===== src/rtl/stack_addr_unit_if.sv =====
// Memory-side bus between the stack address unit and the bus interface unit:
// one req/ack word transaction at a time.
interface stack_addr_unit_if;
  logic        mem_req;
  logic        mem_we;
  logic [19:0] mem_addr;
  logic [15:0] mem_wdata;
  logic [15:0] mem_rdata;
  logic        mem_ack;

  modport master (
    output mem_req, mem_we, mem_addr, mem_wdata,
    input  mem_rdata, mem_ack
  );

  modport slave (
    input  mem_req, mem_we, mem_addr, mem_wdata,
    output mem_rdata, mem_ack
  );
endinterface


===== src/rtl/stack_addr_unit.sv =====
// Stack pointer owner and PUSH/POP sequencer: adjusts SP, forms SS*16+SP and runs one
// req/ack bus transaction per operation. Optional macro STACK_FAULT_CHECK_EN adds o_stk_fault.
module stack_addr_unit #(
  parameter logic [15:0] SP_RESET = 16'h0000,
  parameter logic [15:0] SP_STEP  = 16'd2
) (
  input  logic        i_clk,
  input  logic        i_rst,
  input  logic [15:0] i_ss_in,
  input  logic        i_push,
  input  logic        i_pop,
  input  logic [15:0] i_wr_data,
  input  logic        i_sp_ld,
  input  logic [15:0] i_sp_d,
  output logic [15:0] o_rd_data,
  output logic [15:0] o_sp_q,
  output logic        o_busy,
  output logic        o_done,
`ifdef STACK_FAULT_CHECK_EN
  output logic        o_stk_fault,
`endif
  stack_addr_unit_if.master mem
);

  typedef enum logic [2:0] {
    S_IDLE,
    S_PUSH_ADJ,
    S_MEM_ACCESS,
    S_POP_ADJ,
    S_FINISH
  } state_t;

  state_t      r_state;
  logic [15:0] r_sp;
  logic [15:0] r_ss;
  logic [15:0] r_wdata;
  logic [15:0] r_rd_data;
  logic [19:0] r_addr;
  logic        r_req;
  logic        r_we;
  logic        r_busy;
  logic        r_done;
`ifdef STACK_FAULT_CHECK_EN
  logic        r_fault;
`endif

  logic [15:0] w_sp_dec;
  logic [15:0] w_sp_inc;
  logic [19:0] w_addr_push;
  logic [19:0] w_addr_pop;

  // Address sums are 20 bits wide, so any carry out of bit 19 is dropped.
  assign w_sp_dec    = r_sp - SP_STEP;
  assign w_sp_inc    = r_sp + SP_STEP;
  assign w_addr_push = {r_ss, 4'h0} + {4'h0, w_sp_dec};
  assign w_addr_pop  = {i_ss_in, 4'h0} + {4'h0, r_sp};

  // NOTE: every register here is state, so all updates use non-blocking
  // assignments; blocking ones would let later statements see new values.
  always_ff @(posedge i_clk) begin
    if (i_rst) begin
      r_state   <= S_IDLE;
      r_sp      <= SP_RESET;
      r_ss      <= '0;
      r_wdata   <= '0;
      r_rd_data <= '0;
      r_addr    <= '0;
      r_req     <= 1'b0;
      r_we      <= 1'b0;
      r_busy    <= 1'b0;
      r_done    <= 1'b0;
`ifdef STACK_FAULT_CHECK_EN
      r_fault   <= 1'b0;
`endif
    end else begin
      r_done <= 1'b0;
      unique case (r_state)
        S_IDLE: begin
          if (i_sp_ld) begin
            r_sp <= i_sp_d;
`ifdef STACK_FAULT_CHECK_EN
            r_fault <= 1'b0;
`endif
          end else if (i_push) begin
            r_ss    <= i_ss_in;
            r_wdata <= i_wr_data;
            r_busy  <= 1'b1;
            r_state <= S_PUSH_ADJ;
`ifdef STACK_FAULT_CHECK_EN
            if (r_sp < SP_STEP) r_fault <= 1'b1;
`endif
          end else if (i_pop) begin
            r_addr  <= w_addr_pop;
            r_we    <= 1'b0;
            r_req   <= 1'b1;
            r_busy  <= 1'b1;
            r_state <= S_MEM_ACCESS;
`ifdef STACK_FAULT_CHECK_EN
            if (r_sp > (16'hFFFF - SP_STEP)) r_fault <= 1'b1;
`endif
          end
        end

        // Pre-decrement: the write goes to the already-adjusted SP.
        S_PUSH_ADJ: begin
          r_sp    <= w_sp_dec;
          r_addr  <= w_addr_push;
          r_we    <= 1'b1;
          r_req   <= 1'b1;
          r_state <= S_MEM_ACCESS;
        end

        S_MEM_ACCESS: begin
          if (mem.mem_ack) begin
            r_req <= 1'b0;
            if (r_we) begin
              r_done  <= 1'b1;
              r_state <= S_FINISH;
            end else begin
              r_rd_data <= mem.mem_rdata;
              r_state   <= S_POP_ADJ;
            end
          end
        end

        S_POP_ADJ: begin
          r_sp    <= w_sp_inc;
          r_done  <= 1'b1;
          r_state <= S_FINISH;
        end

        S_FINISH: begin
          r_busy  <= 1'b0;
          r_state <= S_IDLE;
        end

        default: begin
          r_req   <= 1'b0;
          r_busy  <= 1'b0;
          r_state <= S_IDLE;
        end
      endcase
    end
  end

  assign mem.mem_req   = r_req;
  assign mem.mem_we    = r_we;
  assign mem.mem_addr  = r_addr;
  assign mem.mem_wdata = r_wdata;
  assign o_rd_data     = r_rd_data;
  assign o_sp_q        = r_sp;
  assign o_busy        = r_busy;
  assign o_done        = r_done;
`ifdef STACK_FAULT_CHECK_EN
  assign o_stk_fault   = r_fault;
`endif

endmodule


===== src/flat_wrapper.sv =====
// flat-port wrapper written by rule: the top's interface ports become plain ports
module stack_addr_unit_flat 
#(
  parameter logic [15:0] SP_RESET = 16'h0000,
  parameter logic [15:0] SP_STEP  = 16'd2
)
  (i_clk, i_rst, i_ss_in, i_push, i_pop, i_wr_data, i_sp_ld, i_sp_d, o_rd_data, o_sp_q, o_busy, o_done, mem_mem_req, mem_mem_we, mem_mem_addr, mem_mem_wdata, mem_mem_rdata, mem_mem_ack);
  stack_addr_unit_if mem_i ();
  input  logic i_clk;
  input  logic i_rst;
  input  logic [15:0] i_ss_in;
  input  logic i_push;
  input  logic i_pop;
  input  logic [15:0] i_wr_data;
  input  logic i_sp_ld;
  input  logic [15:0] i_sp_d;
  output logic [15:0] o_rd_data;
  output logic [15:0] o_sp_q;
  output logic o_busy;
  output logic o_done;
  output wire logic [$bits(mem_i.mem_req)-1:0] mem_mem_req;
  output wire logic [$bits(mem_i.mem_we)-1:0] mem_mem_we;
  output wire logic [$bits(mem_i.mem_addr)-1:0] mem_mem_addr;
  output wire logic [$bits(mem_i.mem_wdata)-1:0] mem_mem_wdata;
  input wire logic [$bits(mem_i.mem_rdata)-1:0] mem_mem_rdata;
  input wire logic [$bits(mem_i.mem_ack)-1:0] mem_mem_ack;
  assign mem_mem_req = mem_i.mem_req;
  assign mem_mem_we = mem_i.mem_we;
  assign mem_mem_addr = mem_i.mem_addr;
  assign mem_mem_wdata = mem_i.mem_wdata;
  assign mem_i.mem_rdata = mem_mem_rdata;
  assign mem_i.mem_ack = mem_mem_ack;
  stack_addr_unit #(.SP_RESET(SP_RESET), .SP_STEP(SP_STEP)) u_core (.i_clk(i_clk), .i_rst(i_rst), .i_ss_in(i_ss_in), .i_push(i_push), .i_pop(i_pop), .i_wr_data(i_wr_data), .i_sp_ld(i_sp_ld), .i_sp_d(i_sp_d), .o_rd_data(o_rd_data), .o_sp_q(o_sp_q), .o_busy(o_busy), .o_done(o_done), .mem(mem_i));
endmodule

===== config.mk =====
export PLATFORM = sky130hd
export DESIGN_NAME = stack_addr_unit_flat
export DESIGN_NICKNAME = d
export VERILOG_FILES = /design/src/rtl/stack_addr_unit_if.sv /design/src/rtl/stack_addr_unit.sv /design/src/flat_wrapper.sv
export SDC_FILE = /design/constraint.sdc
export NUM_CORES = 1
export LEC_CHECK = 0
export BUFFER_PORTS_ARGS = -buffer_cell sky130_fd_sc_hd__buf_4
export CORE_MARGIN = 5
export CORE_UTILIZATION = 58
export DETAILED_ROUTE_END_ITERATION = 6
export PLACE_DENSITY = 0.86
export SETUP_SLACK_MARGIN = 0.5
export SYNTH_ARGS = -nofsm -noshare
export SYNTH_HDL_FRONTEND = slang
export SYNTH_SLANG_ARGS = --single-unit

===== constraint.sdc =====
create_clock -name i_clk -period 8.2 [get_ports i_clk]
set_input_delay 0.82 -clock i_clk [delete_from_list [all_inputs] [get_ports i_clk]]
set_output_delay 0.82 -clock i_clk [all_outputs]
set_load 0.05 [all_outputs]

* After elaboration in Yosys (flattened, before gate mapping) *
Index checks and enable logic that the tools add are counted.

word-level totals
  bits in registers = 91
  latch bits = 0
  bits in writable memories = 0
  bits in read-only memories = 0
  bits of input ports = 70
  output and inout bits = 72
  word-level logic and storage cells = 67
  memories kept = 0

operators by class
  add/subtract/negate cells = 4
  multipliers = 0
  div/mod/pow operators = 0
  magnitude comparators = 0
  eq/ne operators = 10
  shift-type cells = 0
  mux-type cells = 27
  bitwise operators = 4
  reductions and logical operators = 12

operators by type and width
  operator                                                               number
  20-bit 2-to-1 mux                                                      3
  16-bit case mux with 3 select lines                                    1
  20-bit by 16-bit adder with 20-bit output                              2
  20-bit case mux with 2 select lines                                    1
  16-bit by 2-bit adder with 16-bit output, second input constant        1
  16-bit 2-to-1 mux                                                      1
  16-bit by 2-bit subtractor with 16-bit output, second input constant   1
  3-bit 2-to-1 mux                                                       5
  3-bit case mux with 4 select lines                                     1
  3-bit AND reduction                                                    4
  1-bit 2-to-1 mux                                                       11
  2-bit inequality test, second input constant                           5
  3-bit by 2-bit equality test with 1-bit output, second input constant  2
  1-bit case mux with 2 select lines                                     3
  5-bit AND reduction                                                    1
  1-bit inverter                                                         4
  1-bit case mux with 4 select lines                                     1
  4-bit AND reduction                                                    1
  3-bit by 1-bit equality test with 1-bit output, second input constant  1
  3-bit equality test, second input constant                             1
  3-bit logical NOT                                                      1
  3-bit inequality test, second input constant                           1
  3-bit nonzero test                                                     1
  3-bit OR reduction                                                     1
  3 further kinds                                                        3

* Longest topological paths before layout *
  depth after elaboration = 5
  gate-level depth with buffers = 13

* Worst setup path after synthesis *
OpenSTA, ideal clock, no wires.

  path type = register to register
  from = register u_core.r_sp[7] (netlist: u_core.o_sp_q[7])
  to = register u_core.r_addr[16] (netlist: u_core.mem.mem_addr[16])
  library setup time = 0.138 ns
  arrival = 3.287 ns
  data required time = 8.062 ns
  slack = 4.775 ns
  stages on the path, launching flop included = 13
  path buffers = 1
  cell sequence = dfxtp_1 -> buf_6 -> or4_4 -> or3_1 -> o31ai_1 -> nand2_1 -> ha_1 -> and2_1 -> a221o_1 -> a31oi_1 -> nand2b_1 -> mux2i_1 -> a211oi_1

on the way
  word-level cells in the longest chain between the ends = 5
  elaborated cells on any way between the ends = 7
  classes of those cells = 3 x add/sub; 4 x mux

ends and longest elaborated chain
  item                                                                               line                    text
  from (decl)                                                                        stack_addr_unit.sv:34   logic [15:0] r_sp;
  from (signal assigned)                                                             stack_addr_unit.sv:80   r_sp <= i_sp_d;
  from (signal assigned)                                                             stack_addr_unit.sv:106  r_sp <= w_sp_dec;
  from (signal assigned)                                                             stack_addr_unit.sv:127  r_sp <= w_sp_inc;
  branches (longest 4 deep; another with 20-bit by 16-bit adder with 20-bit output)  -
  20-bit case mux with 2 select lines (*)                                            stack_addr_unit.sv:77   unique case (r_state)
  to (signal assigned)                                                               stack_addr_unit.sv:93   r_addr <= w_addr_pop;
  to (signal assigned)                                                               stack_addr_unit.sv:107  r_addr <= w_addr_push;
  to (decl)                                                                          stack_addr_unit.sv:38   logic [19:0] r_addr;

Mark *: on every way between the ends. The select of a mux whose other input is x is not followed.
A chain may end at the register's enable or synchronous reset.

* Final worst setup path *
  from = register u_core.r_sp[7] (netlist: u_core.o_sp_q[7])
  to = register u_core.r_addr[15] (netlist: u_core.mem.mem_addr[15])

Same word-level chain as after synthesis.

==> impl_table.tex <==
\begin{tabular}{lr}
\hline
Metric & Value \\
\hline
\multicolumn{2}{l}{\textbf{Outcome}} \\
Run status & finished, final reports clean \\
\multicolumn{2}{l}{\textbf{Logic synthesis}} \\
Synth Instances & 727 \\
Post-Syn Area per Cell & 7.671 sq um \\
Number of enable flip-flop cells after synthesis & 0 \\
Synth top area cells & dfxtp\_1 33\%, nand2\_1 8.5\%, a21oi\_1 7.5\% \\
Fraction of registers with async set or reset after synthesis & 0 \\
Net count of the mapped netlist & 827 \\
Leading area contributor after synthesis & dfxtp\_1 \\
Area share of the leading cell type in the synthesized netlist & 0.3267 \\
Netlist Area Pre-Place & 5577 sq um \\
Number of library cell types mapped by synthesis & 66 \\
Post-synthesis sequential area ratio & 0.3267 \\
Total of flip-flops plus latches after synthesis & 91 \\
Ys flop type & dfxtp\_1 \\
Total number of yosys warnings & 0 \\
\multicolumn{2}{l}{\textbf{Timing}} \\
Final-layout setup total negative slack & 0 ns \\
Max-slew headroom & 0.3170 \\
Transition time at the pin with the least slew margin & 1.018 ns \\
Layout Skew & 0.01511 ns \\
Achievable frequency & 279.8 MHz \\
Unrepaired setup endpoints after global routing & false \\
Endpoints failing setup & 0 \\
Setup WS post-layout & 4.626 ns \\
Number of max-slew violations in the final report & 0 \\
Final worst path period need & 3.574 ns \\
Period utilization & 0.4359 \\
Hold Vio Cnt, Final & 0 \\
\multicolumn{2}{l}{\textbf{Routing}} \\
Avg Vias per Cell & roughly 6 \\
Total number of vias & 5923 \\
Antenna Violating Nets Remaining & 0 \\
Routed len/inst & 17.72 um \\
DRC violation count after routing & 0 \\
Drt pass-1 iters & 5 \\
Number of design-rule violations left by the first detailed-router iteration & 579 \\
Total wire length & 17150 um \\
\multicolumn{2}{l}{\textbf{Clocking}} \\
Root buf cell & clkbuf\_8 \\
Total clock buffers created by CTS & 9 \\
Clock tree from TritonCTS & built \\
Number of post-CTS setup repair buffers & 0 \\
CTS HTree Levels & 3 \\
Clock latency reported for the late side of the worst-skew pair & 0.37 ns \\
\# hold bufs at CTS & 0 \\
Deepest clock path buffer count & 2 \\
Clock transition at the registers of the reported paths & approximately 0.1 ns \\
CTS-repair resized insts & 0 \\
Total number of clock tree sinks & 91 \\
\multicolumn{2}{l}{\textbf{Global routing}} \\
Wire length of the first global-routing pass & around 27000 um \\
Pin count of the biggest net entering global routing & 88 \\
Global routing usage summed across all routing layers & 0.2896 \\
Vias in the first global route & 5750 \\
Overall overflow remaining after global route & 0 \\
Initial antenna violation count & 0 \\
\multicolumn{2}{l}{\textbf{Power}} \\
Sequential share of power & 0.388 \\
Internal power & 801.8 uW \\
Fraction of power consumed by combinational cells & 0.374 \\
Power density over cell area & 195.3 nW/um\^{}2 \\
Clock group share of total power & 0.237 \\
Final Total Pwr & 1335 uW \\
Leakage power & 0.002910 uW \\
Share of total power consumed by net switching & 0.3994 \\
Net switching power & 533.1 uW \\
Maximum resistive drop on vdd & 105.0 uV \\
\multicolumn{2}{l}{\textbf{Cells and area}} \\
Leading cell type in the layout, fill and taps excluded & buf\_4 \\
Total of fill cells in the finished design & between 700 and 800 \\
Footprint of the multi-input gates & roughly 3500 sq um \\
Leading cell types in the layout, fill and taps excluded & 145 x buf\_4, 126 x nand2\_1, 91 x dfxtp\_1 \\
Number of diodes & 0 \\
Nets & 934 \\
Area Overhead vs Synth & 22.57\% \\
Sequential cell area & 1822 sq um \\
Fin cells & around 970 \\
Proportion of layout cells with a drive suffix above 1 & 0.2038 \\
Core occupancy in the finished layout & 0.7328 \\
\multicolumn{2}{l}{\textbf{Die}} \\
I/O Pins & 142 \\
Vertical extent of the die & 108.1 um \\
Area of the die & 11680 sq um \\
Width of the die & 108.1 um \\
Area of the core & 9328 sq um \\
Number of placement rows & 35 \\
Initial standard-cell utilization of the core & 0.5979 \\
\multicolumn{2}{l}{\textbf{Placed design}} \\
Post-Place Worst Slack & between 4 and 5 ns \\
HPWL after detailed placement & 12600 um \\
\# port buffers & 141 \\
Routability Congestion & about 0.94 \\
Post-Place Cells & $\sim$950 \\
\multicolumn{2}{l}{\textbf{Worst setup path}} \\
Largest fanout on the critical path & 10 \\
Critical path class & reg2reg \\
CP required & 8.52 ns \\
Critical Path Sink Type & flip-flop \\
Crit start category & flip-flop \\
Data arrival time of the critical path & 3.89 ns \\
\multicolumn{2}{l}{\textbf{Worst hold path}} \\
Class of the worst hold path & reg2reg \\
\multicolumn{2}{l}{\textbf{Run}} \\
Maximum Capacitance Violations & 0 \\
\hline
\end{tabular}
==> power by group through the flow <==
stage               clock network, uW  logic [uW]  registers (uW)
floorplan                           0         277             597
global placement                    0         481             524
detailed placement                  0         492             526
CTS                               320         495             516
global route                      340         541             522
finish                            317         500             518
==> path summary, 6_finish.rpt <==
| check | start | to | slack (ns) | depth (start not counted) |
|---|---|---|---|---|
| worst max-delay path | u_core.o_sp_q[7] | u_core.mem.mem_addr[15] | 4.63 | 9 |
| worst min-delay path | u_core.mem.mem_wdata[14] | u_core.mem.mem_wdata[14] | 0.46 | 2 |
| worst max register to register | u_core.o_sp_q[7] | u_core.mem.mem_addr[15] | 4.63 | 9 |
| worst min register to register | u_core.mem.mem_wdata[14] | u_core.mem.mem_wdata[14] | 0.46 | 2 |
==> area by class of cell <==
class,instances,share of cell area
clock buffers,9,0.01812
well taps,129,0.02361
repair buffers,145,0.1593
inverters,15,0.008237
clock inverters,7,0.01117
multi-input cells,572,0.5131
flip-flops and latches,91,0.2665
==> flip-flops by register name (all words and copies together), names as in the netlist <==
signal and flops:
u_core.o_rd_data 16, u_core.r_ss 16, u_core.mem.mem_wdata 16, u_core.mem.mem_addr 20
u_core.mem.mem_req 1, u_core.o_sp_q 16, u_core.r_state 3, u_core.o_done 1
u_core.mem.mem_we 1, u_core.o_busy 1
==> worst max-delay path: stages (launching register included) <==
cell      delay, ns
dfxtp_1        0.46
or4_4          0.61
or3_1          0.45
xnor2_1        0.16
ha_1           0.33
a21boi_0       0.58
a211oi_1       0.24
o21ai_0        0.30
mux2i_1        0.23
o211a_1        0.16
==> synthesized netlist by cell type (6+ instances only) <==
| library cell | number |
|---|---|
| nand2_1 | 126 |
| or3_1 | 6 |
| o31ai_1 | 6 |
| xnor2_1 | 13 |
| and2_1 | 6 |
| o21ai_0 | 35 |
| clkbuf_1 | 40 |
| a211oi_1 | 15 |
| nand4_1 | 8 |
| nand2b_1 | 7 |
| nor3_1 | 13 |
| a31oi_1 | 7 |
| inv_1 | 15 |
| o211ai_1 | 7 |
| a21oi_1 | 84 |
| nand3_1 | 11 |
| xor2_1 | 11 |
| a22oi_1 | 6 |
| dfxtp_1 | 91 |
| a21o_1 | 12 |
| mux2i_1 | 27 |
| ha_1 | 28 |
| nor2_1 | 63 |
==> kinds of logic (layout without fill, tap and decap cells) <==
logic type                 count (synthesis)  count (layout)  synth area share
muxes                                     28              28           0.05048
AOI/OAI and AO/OA                        214             214            0.2399
xor gates and xnor gates                  24              24           0.03769
and+or+nand+nor                          276             276            0.2298
DFF                                       91              91            0.3267
buffers and inverters                     64             176           0.04554
adders and majority gates                 30              30           0.07000
==> metal layers <==
layer / wire length, um / track usage / vias up
li1: - / - / 2808
met1: 6810 / 0.3666 / 2720
met2: 8121 / 0.4747 / 345
met3: 1712 / 0.06030 / 50
met4: 505 / 0.1317 / 0
met5: 0 / 0 / -
==> stage by stage <==
| stage | hold WS, ns | instance area [sq um] |
|---|---|---|
| final | 0.4631 | 6835 |
| after global routing | 0.4814 | 6835 |
| after CTS | 0.4645 | 6835 |
| after detailed placement | 0.4505 | 6635 |
| after global placement | 0.4417 | 6635 |
| after floorplan | 0.4406 | 5577 |
Power figures use the tool's default switching activity.
